==> src/rtl/pipe_reg_layer.sv <==
// pipe_reg_layer: DEPTH-stage elastic valid/ready pipeline register
// with per-stage bubble collapsing, synchronous flush and occupancy count.
module pipe_reg_layer #(
    parameter int unsigned WIDTH = 32,
    parameter int unsigned DEPTH = 4,
    parameter logic [WIDTH-1:0] RESET_VAL = '0
) (
    input  logic                       clk,
    input  logic                       rst,
    input  logic                       in_valid,
    output logic                       in_ready,
    input  logic [WIDTH-1:0]           in_data,
    output logic                       out_valid,
    input  logic                       out_ready,
    output logic [WIDTH-1:0]           out_data,
    input  logic                       flush,
    output logic [$clog2(DEPTH+1)-1:0] count
);
    localparam int CW = $clog2(DEPTH + 1);

    logic [WIDTH-1:0] d_q [DEPTH];
    logic [WIDTH-1:0] d_d [DEPTH];
    logic [DEPTH-1:0] v_q, v_d, mv;
    logic [CW-1:0]    count_q, count_d;
    logic             ld0, in_x, out_x;

    // A stage advances when the next one is empty or itself moving.
    always_comb begin
        mv = '0;
        mv[DEPTH-1] = v_q[DEPTH-1] & out_ready;
        for (int i = DEPTH - 2; i >= 0; i--)
            mv[i] = v_q[i] & (~v_q[i+1] | mv[i+1]);
    end

    assign ld0       = ~v_q[0] | mv[0];
    assign in_ready  = ld0 & ~flush;
    assign in_x      = in_valid & in_ready;
    assign out_x     = mv[DEPTH-1];
    assign out_valid = v_q[DEPTH-1];
    assign out_data  = d_q[DEPTH-1];
    assign count     = count_q;

    always_comb begin
        v_d = v_q;
        d_d = d_q;
        v_d[0] = ld0 ? in_valid : v_q[0];
        d_d[0] = ld0 ? in_data : d_q[0];
        for (int i = 1; i < DEPTH; i++) begin
            v_d[i] = mv[i-1] | (~mv[i] & v_q[i]);
            d_d[i] = mv[i-1] ? d_q[i-1] : d_q[i];
        end
        count_d = count_q + CW'(in_x) - CW'(out_x);
        if (flush) begin
            v_d = '0;
            count_d = '0;
            for (int i = 0; i < DEPTH; i++) d_d[i] = RESET_VAL;
        end
    end

    always_ff @(posedge clk or posedge rst) begin
        if (rst) begin
            v_q <= '0;
            count_q <= '0;
            for (int i = 0; i < DEPTH; i++) d_q[i] <= RESET_VAL;
        end else begin
            v_q <= v_d;
            count_q <= count_d;
            d_q <= d_d;
        end
    end
endmodule
==> config.mk <==
export PLATFORM = sky130hd
export DESIGN_NAME = pipe_reg_layer
export DESIGN_NICKNAME = d
export VERILOG_FILES = /design/src/rtl/pipe_reg_layer.sv
export SDC_FILE = /design/constraint.sdc
export NUM_CORES = 1
export LEC_CHECK = 0
export CORE_AREA = 2 2 146 148
export DETAILED_ROUTE_END_ITERATION = 10
export DIE_AREA = 0 0 148 150
export MAX_ROUTING_LAYER = met4
export PLACE_DENSITY = 0.57
export RECOVER_POWER = 25
export SYNTH_ARGS = -nofsm -noshare
export SYNTH_HDL_FRONTEND = slang
export SYNTH_SLANG_ARGS = --single-unit
export TNS_END_PERCENT = 10
==> constraint.sdc <==
create_clock -name clk -period 4.9 [get_ports clk]
set_clock_uncertainty 0.15 [all_clocks]
set_input_delay 0.49 -clock clk [delete_from_list [all_inputs] [get_ports clk]]
set_output_delay 0.49 -clock clk [all_outputs]
set_load 0.1 [all_outputs]
==> results.py, run 1 <==
metrics = {
    "die": {
        "io-pin-count": 74,
        "dieArea_sq_um": 22200,
        "core-area_sq_um": 20700,
        "die_w_um": 148,
        "rows": 53,
        "initial_core_util": 0.297,
        "die_h_um": 150,
    },
    "clocking": {
        "cts_resized": 0,
        "cts_buffers": 17,
        "htree_num_levels": 4,
        "cts_setup_buffers": 0,
        "cts.sinks": 135,
        "clkLatencyLatePin_ns": 0.41,
        "cts_hold_buf": 0,
        "clockBufferDepth": 2,
        "cts_tree": "yes",
        "root_buffer": "clkbuf_16",
        "cts.clk_slew.worst_paths_ns": 0.05,
    },
    "worst_hold_path": {
        "worst_hold_path_type": "input pin to flop",
    },
    "status": {
        "violations": "capacitance limit, slew limit",
        "outcome": "complete, but fails checks",
    },
    "route": {
        "drt_drc_violations_left": 0,
        "wirelength_mm": 13.5,
        "drtPass1Iterations": 4,
        "drtAntennaViolNets": 0,
        "vias": 3855,
        "wire_per_inst_um": 16.1,
        "vias_per_cell": 4.61,
        "drt_iter0_drc": 292,
    },
    "finish": {
        "final_core_util": 0.358,
        "nNetsFinal": 589,
        "area_growth_pct": 20.9,
        "layout-drive-gt1-share": 0.0890,
        "antenna_cells": 0,
    },
    "grt": {
        "grtUsageTotal": 0.132,
        "grt_overflow": 0,
        "grt_pass1_wl_mm": 22.1,
        "grt_antenna_before_repair": 0,
        "grt_pass1_vias": 4146,
        "grt_start_max_net_pins": 111,
    },
    "worst_setup_path": {
        "endpoint_kind": "output pin",
        "cp-start-kind": "input pin",
        "cp_data_arrival_time_ns": 2.49,
        "cp_max_fo": 37,
        "crit_required_ns": 4.26,
        "path_class": "input pin to output pin",
        "max_stage_delay_ns": 0.73,
        "path_common_cell": "buf_4",
        "crit_path_cell_trace": "clkdlybuf4s50_1 > nor2b_4 > a41oi_4 > buf_4 > buf_4",
        "cp_slowest_cell": "nor2b_4",
    },
    "power_and_ir_drop": {
        "p_total_uw": 2740,
        "ir_worst_vdd_uv": 279,
        "leakage_uw": 0.00306,
        "p_per_area_nw_per_um2": 370,
    },
    "timing": {
        "post-route-period-util": 0.639,
        "min_period_ns": 3.13,
        "setup_viol_count_final": 0,
        "rsz0062_at_grt": "false",
        "worst_slew_pin_slew_ns": 2.18,
        "hold_slack_ns": 0.316,
        "finalHoldViolCount": 0,
        "fin_tns_setup_ns": 0,
        "max_clock_freq_mhz": 319,
        "worst_slack_ns": 1.77,
        "slew_headroom": -0.453,
        "drv_slew": 103,
    },
    "place": {
        "post-place-ws_ns": 1.54,
        "port_buffers": 73,
        "dp_hpwl_mm": 8.44,
        "gp_congestion": 0.741,
    },
    "yosys": {
        "synth-edff-count": 0,
        "synthCells": 525,
        "synth_top_cell_by_area": "dfrtp_1",
        "ys_seq_area_frac": 0.551,
        "async_flop_share": 1.00,
        "synth_top_area_frac": 0.551,
        "synth_area_sq_um": 6130,
        "ys_types": 28,
        "synthFlopType": "dfrtp_1",
        "yosysWarnings": 0,
        "synth.area.top_cells": "dfrtp_1, mux2i_1, nand2b_1",
        "synth_seq_cells": 135,
        "syn_nets": 565,
        "yosys-top-cells-count": "dfrtp_1, nand2b_1, mux2i_1, a21oi_1",
        "post-synth-top-count-cell": "dfrtp_1",
        "synth_area_per_cell_sq_um": 11.7,
    },
    "run": {
        "maxCapViolCount": 1,
    },
}
[area by class of cell]
type / instances / area [sq um]
inverters: 5 / 22.5
repair buffers: 79 / 771
clock inverters: 10 / 166
multi-input cells: 311 / 2240
well taps: 275 / 344
flip-flops and latches: 135 / 3380
fillers: 2075 / 13300
clock buffers: 22 / 494
[metal layers]
| layer | wire length (um) | vias to the layer above | GRT usage | part of all wire |
|---|---|---|---|---|
| met3 | 541 | 8 | 0.0323 | 0.040 |
| met2 | 6640 | 59 | 0.215 | 0.49 |
| met5 | 0 | - | - | 0 |
| li1 | - | 1824 | - | - |
| met1 | 6160 | 1964 | 0.162 | 0.46 |
| met4 | 149 | 0 | 0.0386 | 0.011 |
[stage by stage]
step	cells	instance area (sq um)
final	837	7410
after global routing	837	7410
after CTS	837	7420
after detailed placement	805	6760
after global placement	805	6760
after floorplan	525	6130
[worst max-delay path, delay by kind of cell]
kind | cells | cell delay [ns]
buffers and inverters | 3 | 1.09
AND/OR/NAND/NOR | 1 | 0.73
AO/OA/AOI/OAI | 1 | 0.18
[report_power, final]
part | switching, uW | internal [uW] | total, uW
combinational | 109 | 78.1 | 187
clock | 476 | 920 | 1400
sequential | 18.5 | 1140 | 1160
[cells in the final DEF (no fill, tap or decap), types with 3 or more instances in the layout]
master / Yosys / routed
a21oi_1: 34 / 34
clkdlybuf4s50_1: 0 / 70
nand2b_1: 97 / 96
clkbuf_8: 0 / 5
inv_1: 4 / 3
clkinvlp_4: 0 / 6
nand3_1: 32 / 32
a22o_1: 32 / 32
mux2i_1: 64 / 64
clkbuf_16: 0 / 17
o21ai_0: 32 / 32
nor2_1: 4 / 4
bufinv_16: 0 / 4
dfrtp_1: 135 / 134
buf_4: 32 / 8
[registers in the layout (all words and copies together) (netlist names)]
signal / count
v_q: 4
out_data: 32
count: 3
d_q: 96
[path summary, 6_finish.rpt]
path                                       from                    to  slack, ns  depth (start not counted)
max                                   out_ready              in_ready       1.77                          5
min in group asynchronous                   rst    count[0]$_DFF_PP0_       1.08                          2
min                                       flush      v_q[2]$_DFF_PP0_       0.32                          2
max in group asynchronous                   rst  d_q[114]$_DFFE_PP0P_       2.17                          3
max reg2reg                    v_q[3]$_DFF_PP0_    count[2]$_DFF_PP0_       2.12                         10
min reg2reg                d_q[115]$_DFFE_PP0P_  d_q[115]$_DFFE_PP0P_       0.35                          1
[kinds of logic (layout without fill, tap and decap cells)]
family	count (synthesis)	count (layout)	synth area share
simple gates	139	139	0.136
flops	135	135	0.551
fa+ha+maj	3	3	0.00734
mux	64	64	0.104
buf+inv	79	116	0.0863
compound gates	103	103	0.113
xor+xnor	2	2	0.00286
Power figures use the tool's default switching activity.
==> run 2: changes to the inputs <==
- clock period: 4.9 -> 3.3 ns (I/O delays scaled with it)
==> run 2 against run 1 <==
  * The flow still finishes with violations (capacitance limit, slew limit)
  * First-iteration DRC count up 2.4%
  * Die area is the same
  * Worst hold slack lost 0.19 ns
  * Non-clock buffer count increased by 5
  * Sequential share of layout area is 0.054 points higher
  * Cell count grew 0.48%
  * Core utilization about the same
  * Combinational power is 55% higher
  * Sequential power rose by 48%
  * Cell area down 0.12%
  * Power increased by 41%
  * Largest power group unchanged
==> results.py, run 2 (synthesis results as in run 1) <==
metrics = {
    "worst_hold_path": {
        "hold_depth": 2,
        "worst_hold_path_type": "input pin to flop",
        "hold_path_end": "out_data[4]$_DFFE_PP0P_",
        "holdCritStartpoint": "flush",
    },
    "worst_setup_path": {
        "cp_max_fo": 3,
        "path_class": "flop to output pin",
        "endpoint_kind": "output pin",
        "cp_slowest_cell": "clkdlybuf4s50_1",
        "cp_data_arrival_time_ns": 2.00,
        "cp_top_family": "buffers and inverters",
        "max_stage_delay_ns": 1.16,
        "regToRegSetupSlack_ns": 1.04,
        "crit_path_cell_trace": "clkdlybuf4s50_1",
        "reg2regPathDepth": 10,
        "rr_startpoint": "v_q[3]$_DFF_PP0_",
        "rr_endpoint": "count[2]$_DFF_PP0_",
        "cp.depth": 1,
        "cp-start-kind": "flop",
        "crit_required_ns": 2.82,
        "path_buf_inv": 1,
    },
    "timing": {
        "slew_headroom": -0.247,
        "drv_slew": 37,
        "fin_tns_setup_ns": 0,
        "setup_viol_count_final": 0,
        "post-route-period-util": 0.751,
        "max_clock_freq_mhz": 403,
        "min_period_ns": 2.48,
        "worst_slew_pin_slew_ns": 1.86,
        "finalHoldViolCount": 0,
        "worst_slack_ns": 0.821,
        "rsz0062_at_grt": "false",
    },
    "place": {
        "gp_congestion": 0.726,
        "port_buffers": 73,
        "post-place-ws_ns": 0.656,
        "dp_hpwl_mm": 8.24,
        "place_inst": 810,
    },
    "power_and_ir_drop": {
        "p_total_uw": 3860,
        "ir_worst_vdd_uv": 375,
        "leakage_uw": 0.00308,
        "p_per_area_nw_per_um2": 522,
    },
    "clocking": {
        "cts.sinks": 135,
        "clkLatencyLatePin_ns": 0.42,
        "cts_buffers": 17,
        "cts_setup_buffers": 0,
        "cts.clk_slew.worst_paths_ns": 0.06,
        "htree_num_levels": 4,
        "cts_resized": 0,
        "clockBufferDepth": 2,
        "cts_hold_buf": 0,
        "cts_tree": "yes",
        "root_buffer": "clkbuf_16",
    },
    "route": {
        "drt_drc_violations_left": 0,
        "wirelength_mm": 13.5,
        "drt_iter0_drc": 299,
        "vias": 3854,
        "vias_per_cell": 4.58,
        "wire_per_inst_um": 16.0,
        "drtPass1Iterations": 4,
        "drtAntennaViolNets": 0,
    },
    "die": {
        "rows": 53,
        "dieArea_sq_um": 22200,
        "die_w_um": 148,
        "io-pin-count": 74,
        "initial_core_util": 0.297,
        "core-area_sq_um": 20700,
        "die_h_um": 150,
    },
    "finish": {
        "largest_register_ffs": 96,
        "final_common_cell": "dfrtp_1",
        "antenna_cells": 0,
        "area_growth_pct": 20.7,
        "regMostFlops": "d_q",
        "final_cells": 841,
        "nNetsFinal": 594,
        "mostFrequentLayoutCells": "dfrtp_1, nand2b_1, clkdlybuf4s50_1, mux2i_1, a21oi_1",
        "layout-drive-gt1-share": 0.0954,
    },
    "grt": {
        "grt_pass1_vias": 4173,
        "grt_pass1_wl_mm": 22.3,
        "grtUsageTotal": 0.133,
        "grt_start_max_net_pins": 112,
        "grt_antenna_before_repair": 0,
        "grt_overflow": 0,
    },
    "run": {
        "maxCapViolCount": 1,
    },
    "status": {
        "violations": "capacitance limit, slew limit",
        "outcome": "complete, but fails checks",
    },
}
## run 2: changes by cell type in the layout (fill, tap and decap cells not counted), moves of 4 or more
| cell | change |
|---|---|
| clkdlybuf4s50_1 | -4 |
| buf_12 | +4 |
| clkbuf_1 | +4 |
| buf_4 | +5 |
| clkinvlp_4 | -5 |
## run 2: worst max path at each step
stage,from,to,slack [ns]
after floorplan,v_q[3]$_DFF_PP0_,count[2]$_DFF_PP0_,0.1
after global placement,out_ready,count[2]$_DFF_PP0_,0.70
after detailed placement,out_ready,count[2]$_DFF_PP0_,0.66
after CTS,count[1]$_DFF_PP0_,count[1],0.80
after global routing,count[1]$_DFF_PP0_,count[1],0.78
final,count[1]$_DFF_PP0_,count[1],0.82
## run 2: layout make-up
class	instances	area (sq um)
clock buffers	24	482
clock inverters	7	95.1
fillers	2035	13300
inverters	5	20.0
multi-input cells	311	2240
flip-flops and latches	135	3380
well taps	275	344
repair buffers	84	848
## run 2: worst reg2reg max path, stage by stage, from the launching register on
cell and delay (ns):
dfrtp_1 0.42, nor2b_4 0.16, a41oi_4 0.21, nand2_1 0.08
ha_1 0.26, inv_1 0.05, ha_1 0.13, inv_1 0.05
fa_1 0.37, xnor2_1 0.17, nor2_1 0.05
## run 2: per-layer routing
layer / vias to the layer above / global-route usage / share of wire
met3: 16 / 0.0332 / 0.037
met2: 67 / 0.203 / 0.48
li1: 1828 / - / -
met5: - / - / 0
met1: 1943 / 0.170 / 0.47
met4: 0 / 0.0519 / 0.015
## run 2: report_power, final
| part | switching (uW) | leakage [uW] | internal [uW] |
|---|---|---|---|
| Sequential | 22.9 | 0.00184 | 1700 |
| Clock | 689 | 0.000280 | 1170 |
| Combinational | 166 | 0.000960 | 123 |
| Total | 878 | 0.00308 | 2990 |
## run 2: through the flow
stage	hold WS, ns	utilization	instance area [sq um]
floorplan	0.296	-	6140
global placement	0.335	0.330	6830
detailed placement	0.340	0.330	6830
CTS	0.109	0.358	7410
global route	0.132	0.358	7410
finish	0.122	0.358	7410
==> run 3: changes to the inputs <==
- PLACE_DENSITY: 0.57 -> 0.59
- clock period: 3.3 -> 2.2 ns (I/O delays scaled with it)
==> run 3 against run 2 <==
  * Sequential share of layout area rose by 0.32 points
  * Critical path depth up 8
  * Global-route usage down 0.45 points
  * Highest routed layer unchanged
  * Cell count grew 1.2%
  * Sequential power increased by 50%
  * Worst setup slack got worse by 0.75 ns
  * The run now ends clean
  * Non-clock buffer count up 10
  * Die area unchanged
  * Core utilization is 0.25 points lower
  * Sequential cell count unchanged
  * Routed wire length decreased by 3.1%
==> results.py, run 3 (synthesis results as in run 1) <==
metrics = {
    "worst_setup_path": {
        "cp_data_arrival_time_ns": 2.25,
        "endpoint_kind": "flop",
        "endpoint": "count[1]$_DFF_PP0_",
        "rr_startpoint": "v_q[3]$_DFF_PP0_",
        "rr_endpoint": "count[1]$_DFF_PP0_",
        "reg2regPathDepth": 9,
        "regToRegSetupSlack_ns": 0.07,
        "crit_start": "v_q[3]$_DFF_PP0_",
        "cp_max_fo": 2,
        "path_class": "flop to flop",
        "crit_required_ns": 2.32,
        "cp-start-kind": "flop",
    },
    "power_and_ir_drop": {
        "p_per_area_nw_per_um2": 782,
        "power.net_switching_uw": 1330,
        "ir_worst_vdd_uv": 515,
        "combPwrFrac": 0.078,
        "p_total_uw": 5750,
        "p_int_uw": 4420,
        "p_clk_frac": 0.474,
        "p_sw_frac": 0.231,
        "p_seq_frac": 0.448,
        "leakage_uw": 0.00318,
    },
    "timing": {
        "max_clock_freq_mhz": 470,
        "setup_viol_count_final": 0,
        "slew_headroom": 0.503,
        "worst_slack_ns": 0.0739,
        "hold_slack_ns": 0.257,
        "finalHoldViolCount": 0,
        "post-route-period-util": 0.966,
        "drv_slew": 0,
        "rsz0062_at_grt": "false",
        "worst_slew_pin_slew_ns": 0.745,
        "min_period_ns": 2.13,
    },
    "finish": {
        "final_common_cell": "dfrtp_1",
        "regMostFlops": "d_q",
        "nNetsFinal": 604,
        "area_growth_pct": 19.9,
        "largest_register_ffs": 96,
        "mostFrequentLayoutCells": "dfrtp_1, nand2b_1, mux2i_1",
        "antenna_cells": 0,
        "final_cells": 851,
        "layout-drive-gt1-share": 0.175,
    },
    "place": {
        "post-place-ws_ns": -0.377,
        "gp_congestion": 0.718,
        "place_inst": 819,
        "dp_hpwl_mm": 8.50,
        "port_buffers": 73,
    },
    "worst_hold_path": {
        "holdCritStartpoint": "in_data[22]",
        "worst_hold_path_type": "input pin to flop",
    },
    "die": {
        "io-pin-count": 74,
        "die_h_um": 150,
        "rows": 53,
        "core-area_sq_um": 20700,
        "dieArea_sq_um": 22200,
        "die_w_um": 148,
        "initial_core_util": 0.297,
    },
    "route": {
        "drtAntennaViolNets": 0,
        "vias": 3873,
        "wire_per_inst_um": 15.3,
        "drtPass1Iterations": 4,
        "drt_drc_violations_left": 0,
        "wirelength_mm": 13.1,
        "vias_per_cell": 4.55,
        "drt_iter0_drc": 227,
    },
    "grt": {
        "grt_pass1_wl_mm": 21.4,
        "grt_start_max_net_pins": 81,
        "grt_antenna_before_repair": 0,
        "grtUsageTotal": 0.128,
        "grt_pass1_vias": 4080,
        "grt_overflow": 0,
    },
    "clocking": {
        "cts.clk_slew.worst_paths_ns": 0.06,
        "htree_num_levels": 4,
        "cts_tree": "yes",
        "clockBufferDepth": 2,
        "cts_buffers": 17,
        "clkLatencyLatePin_ns": 0.41,
        "cts.sinks": 135,
        "root_buffer": "clkbuf_16",
    },
    "status": {
        "outcome": "complete, no violations",
    },
    "run": {
        "maxCapViolCount": 0,
    },
}
==> run 3: worst min-delay path by stage <==
stage                                      end  cells past startpoint
after floorplan             v_q[0]$_DFFE_PP0P_                      1
after CTS                 d_q[115]$_DFFE_PP0P_                      2
after global placement     d_q[99]$_DFFE_PP0P_                      1
after global routing      d_q[124]$_DFFE_PP0P_                      2
after detailed placement  d_q[100]$_DFFE_PP0P_                      1
final                     d_q[118]$_DFFE_PP0P_                      2
==> run 3: power groups by stage <==
stage / clock [uW] / combinational (uW) / sequential (uW)
2_1_floorplan: 0 / 254 / 2660
3_5_place_dp: 0 / 455 / 2620
5_1_grt: 2920 / 486 / 2580
6_report: 2720 / 447 / 2580
3_3_place_gp: 0 / 445 / 2620
4_1_cts: 2790 / 457 / 2580
==> run 3: final cells by class <==
cell class	instances	area, sq um
Clock inverter	13	131
Clock buffer	18	439
Timing Repair Buffer	94	793
Inverter	5	20.0
Multi-Input combinational cell	311	2250
Tap cell	275	344
Fill cell	2096	13300
Sequential cell	135	3380
==> run 3: metal layers <==
metal	vias up	GRT usage	routed length [um]
met4	0	0.0514	281
li1	1838	-	-
met3	19	0.0317	382
met2	64	0.205	6330
met5	-	-	0
met1	1952	0.156	6070
==> run 3: critical path, cell delays in order (launching register included) <==
cell     delay, ns
dfrtp_1       0.39
nor2b_4       0.14
a41oi_4       0.15
nand2_1       0.09
ha_1          0.27
inv_1         0.06
ha_1          0.13
inv_1         0.05
fa_2          0.52
nor2_1        0.04
==> run 3: timing repair <==
item                                   CTS  global route
buffers inserted                         0             0
endpoints found under the hold margin   12             0
resized for setup                        2             1
hold buffers                             1             0
pin swaps                                1             1
setup endpoints to repair                2             2
==> run 3: per-stage QoR <==
| stage | util | setup TNS, ns | cell area, sq um |
|---|---|---|---|
| after floorplan | - | -3.02 | 6140 |
| after global routing | 0.355 | 0 | 7350 |
| after detailed placement | 0.331 | -0.647 | 6860 |
| final | 0.355 | 0 | 7350 |
| after CTS | 0.360 | 0 | 7440 |
| after global placement | 0.331 | -0.488 | 6860 |
==> RTL edit, RTL diff (flow settings as in run 3) <==
`v_q` no longer has a reset.
--- a/src/rtl/pipe_reg_layer.sv
+++ b/src/rtl/pipe_reg_layer.sv
@@ -59,13 +59,15 @@
 
     always_ff @(posedge clk or posedge rst) begin
         if (rst) begin
-            v_q <= '0;
             count_q <= '0;
             for (int i = 0; i < DEPTH; i++) d_q[i] <= RESET_VAL;
         end else begin
-            v_q <= v_d;
             count_q <= count_d;
             d_q <= d_d;
         end
     end
+
+    always_ff @(posedge clk) begin
+        v_q <= v_d;
+    end
 endmodule
Behaviour: not the same (Yosys sat finds a counterexample within 4 cycles, from zero or initial values and one cycle with rst high).
==> RTL edit against run 3 <==
Cell area shrank 1.1%; total power shrank 3.8%; synthesized area shrank 0.10%; combinational power shrank 2%; routed wire length grew 0.72%; sequential cell count is the same; setup slack lost 5.2 ps; sequential share of layout area grew 0.21 points; critical path type is now reg2out; largest cell class unchanged.
==> RTL edit: results (changes against run 3) <==
Outcome
  – Status: completed (unchanged)

Critical path
  – CP arrival: 1760 ps (was 2250 ps)
  – Worst-path fanout max: 33 (was 2)

Logic synthesis
  – Net count after synthesis: 567 (was 565)
  – Compound-Gate Fraction of Synth Area: 11.1% (was 11.3%)
  – Asr flop ratio synth: 97.0% (was 100%)
  – Cells taking the most area after synthesis: dfrtp_1, mux2i_1, nand2b_1 (unchanged)
  – Post-synthesis mux area share: 10.5% (was 10.4%)
  – Post-synthesis sequential area ratio: 54.8% (was 55.1%)
  – Top post-synthesis cells by count: dfrtp_1, nand2b_1, mux2i_1 (unchanged)
  – Unique masters post-synth: 31 (was 28)
  – Post-Synth XOR/XNOR Area: 0.286% (about the same)
  – Syn_area_per_cell: 11.6 um2 (was 11.7 um2)
  – Adder-cell area share of the yosys netlist: 0.735% (was 0.734%)

Placement
  – Port bufs: 73 (unchanged)
  – Placed Cells: 821 (was 819)
  – Dpl hpwl: 8.47 mm (was 8.50 mm)
  – Final GP Congestion: 0.705 (was 0.718)
  – Setup WS pre-CTS: -343 ps (was -377 ps)
  – Post-DP Area: 6840 um2 (was 6860 um2)

Drt
  – Via count: 3921 (was 3873)
  – Met2 wire len: 6.19 mm (was 6.33 mm)
  – Met3 WL: 682 um (was 382 um)
  – M1 WL: 6.10 mm (was 6.07 mm)
  – 1st-iter DRT viols: 290 (was 227)
  – Post-detailed-routing wire length: 13.2 mm (was 13.1 mm)

Finish
  – Share of layout cells above drive strength 1: 16.9% (was 17.5%)
  – Final nets: 606 (was 604)
  – Max reg flops: 96 (unchanged)
  – Finished Layout Cells: 854 (was 851)

Pwr
  – Sw power: 1330 uW (about the same)
  – Lkg Pwr: 0.00313 uW (was 0.00318 uW)
  – Power Clock: 2510 uW (was 2720 uW)
  – Switch share: 24.1% (was 23.1%)
  – Maximum vdd drop: 0.310 mV (was 0.515 mV)

Global route
  – GRT met1 Usage: 16.9% (was 15.6%)
  – Number of global-route vias before repair: 4191 (was 4080)
  – GR met2 Demand/Resource: 19.5% (was 20.5%)
  – First-pass GRT wire length: 22.0 mm (was 21.4 mm)
  – Total track usage: 13.1% (was 12.8%)
  – Largest net degree at the start of global routing: 91 (was 81)
  – M3 GR Usage: 3.99% (was 3.17%)

STA
  – Actual slew at the worst max-slew pin: 804 ps (was 745 ps)
-- RTL edit: cell types whose count changed after synthesis, moves of 3 or more --
| cell | delta |
|---|---|
| clkbuf_1 | -4 |
| buf_8 | +3 |
| dfxtp_1 | +4 |
| dfrtp_1 | -4 |
| buf_6 | -7 |
| buf_2 | +7 |
-- RTL edit: cells by family after synthesis --
logic type / after synthesis
AOI/OAI and AO/OA: 103
xor gates and xnor gates: 2
adders and majority gates: 3
buffers and inverters: 80
DFF: 135
muxes: 64
and+or+nand+nor: 140
-- RTL edit: what timing repair did --
item | in CTS | in global routing
buffers inserted | 0 | 0
setup endpoints to repair | 0 | 1
gates resized for setup | 0 | 1
hold buffers | 1 | 0
hold endpoints to repair | 12 | 0
-- RTL edit: area by class of cell --
cell class / instances / area [um2]
inverter: 5 / 20.0
clock buffer: 20 / 447
sequential: 135 / 3360
tap: 275 / 344
fill: 2081 / 13400
timing repair buffer: 95 / 779
clock inverter: 12 / 80.1
multi-input combinational: 312 / 2250
-- RTL edit: critical path, cell delays in order, from the launching register on --
cell,delay [ps]
dfxtp_1,310
nor2b_4,130
a41oi_4,220
buf_4,440
buf_12,240
-- RTL edit: path summary, 6_finish.rpt --
kind | start | to | slack [ps]
setup / recovery | v_q[3]$_SDFF_PP0_ | in_ready | 70
hold / removal | in_data[14] | d_q[110]$_DFFE_PP0P_ | 260
setup reg to reg | v_q[3]$_SDFF_PP0_ | count[1]$_DFF_PP0_ | 110
hold reg to reg | d_q[114]$_DFFE_PP0P_ | d_q[114]$_DFFE_PP0P_ | 350
max in group asynchronous | rst | out_data[2]$_DFFE_PP0P_ | 340
min in group asynchronous | rst | d_q[121]$_DFFE_PP0P_ | 720
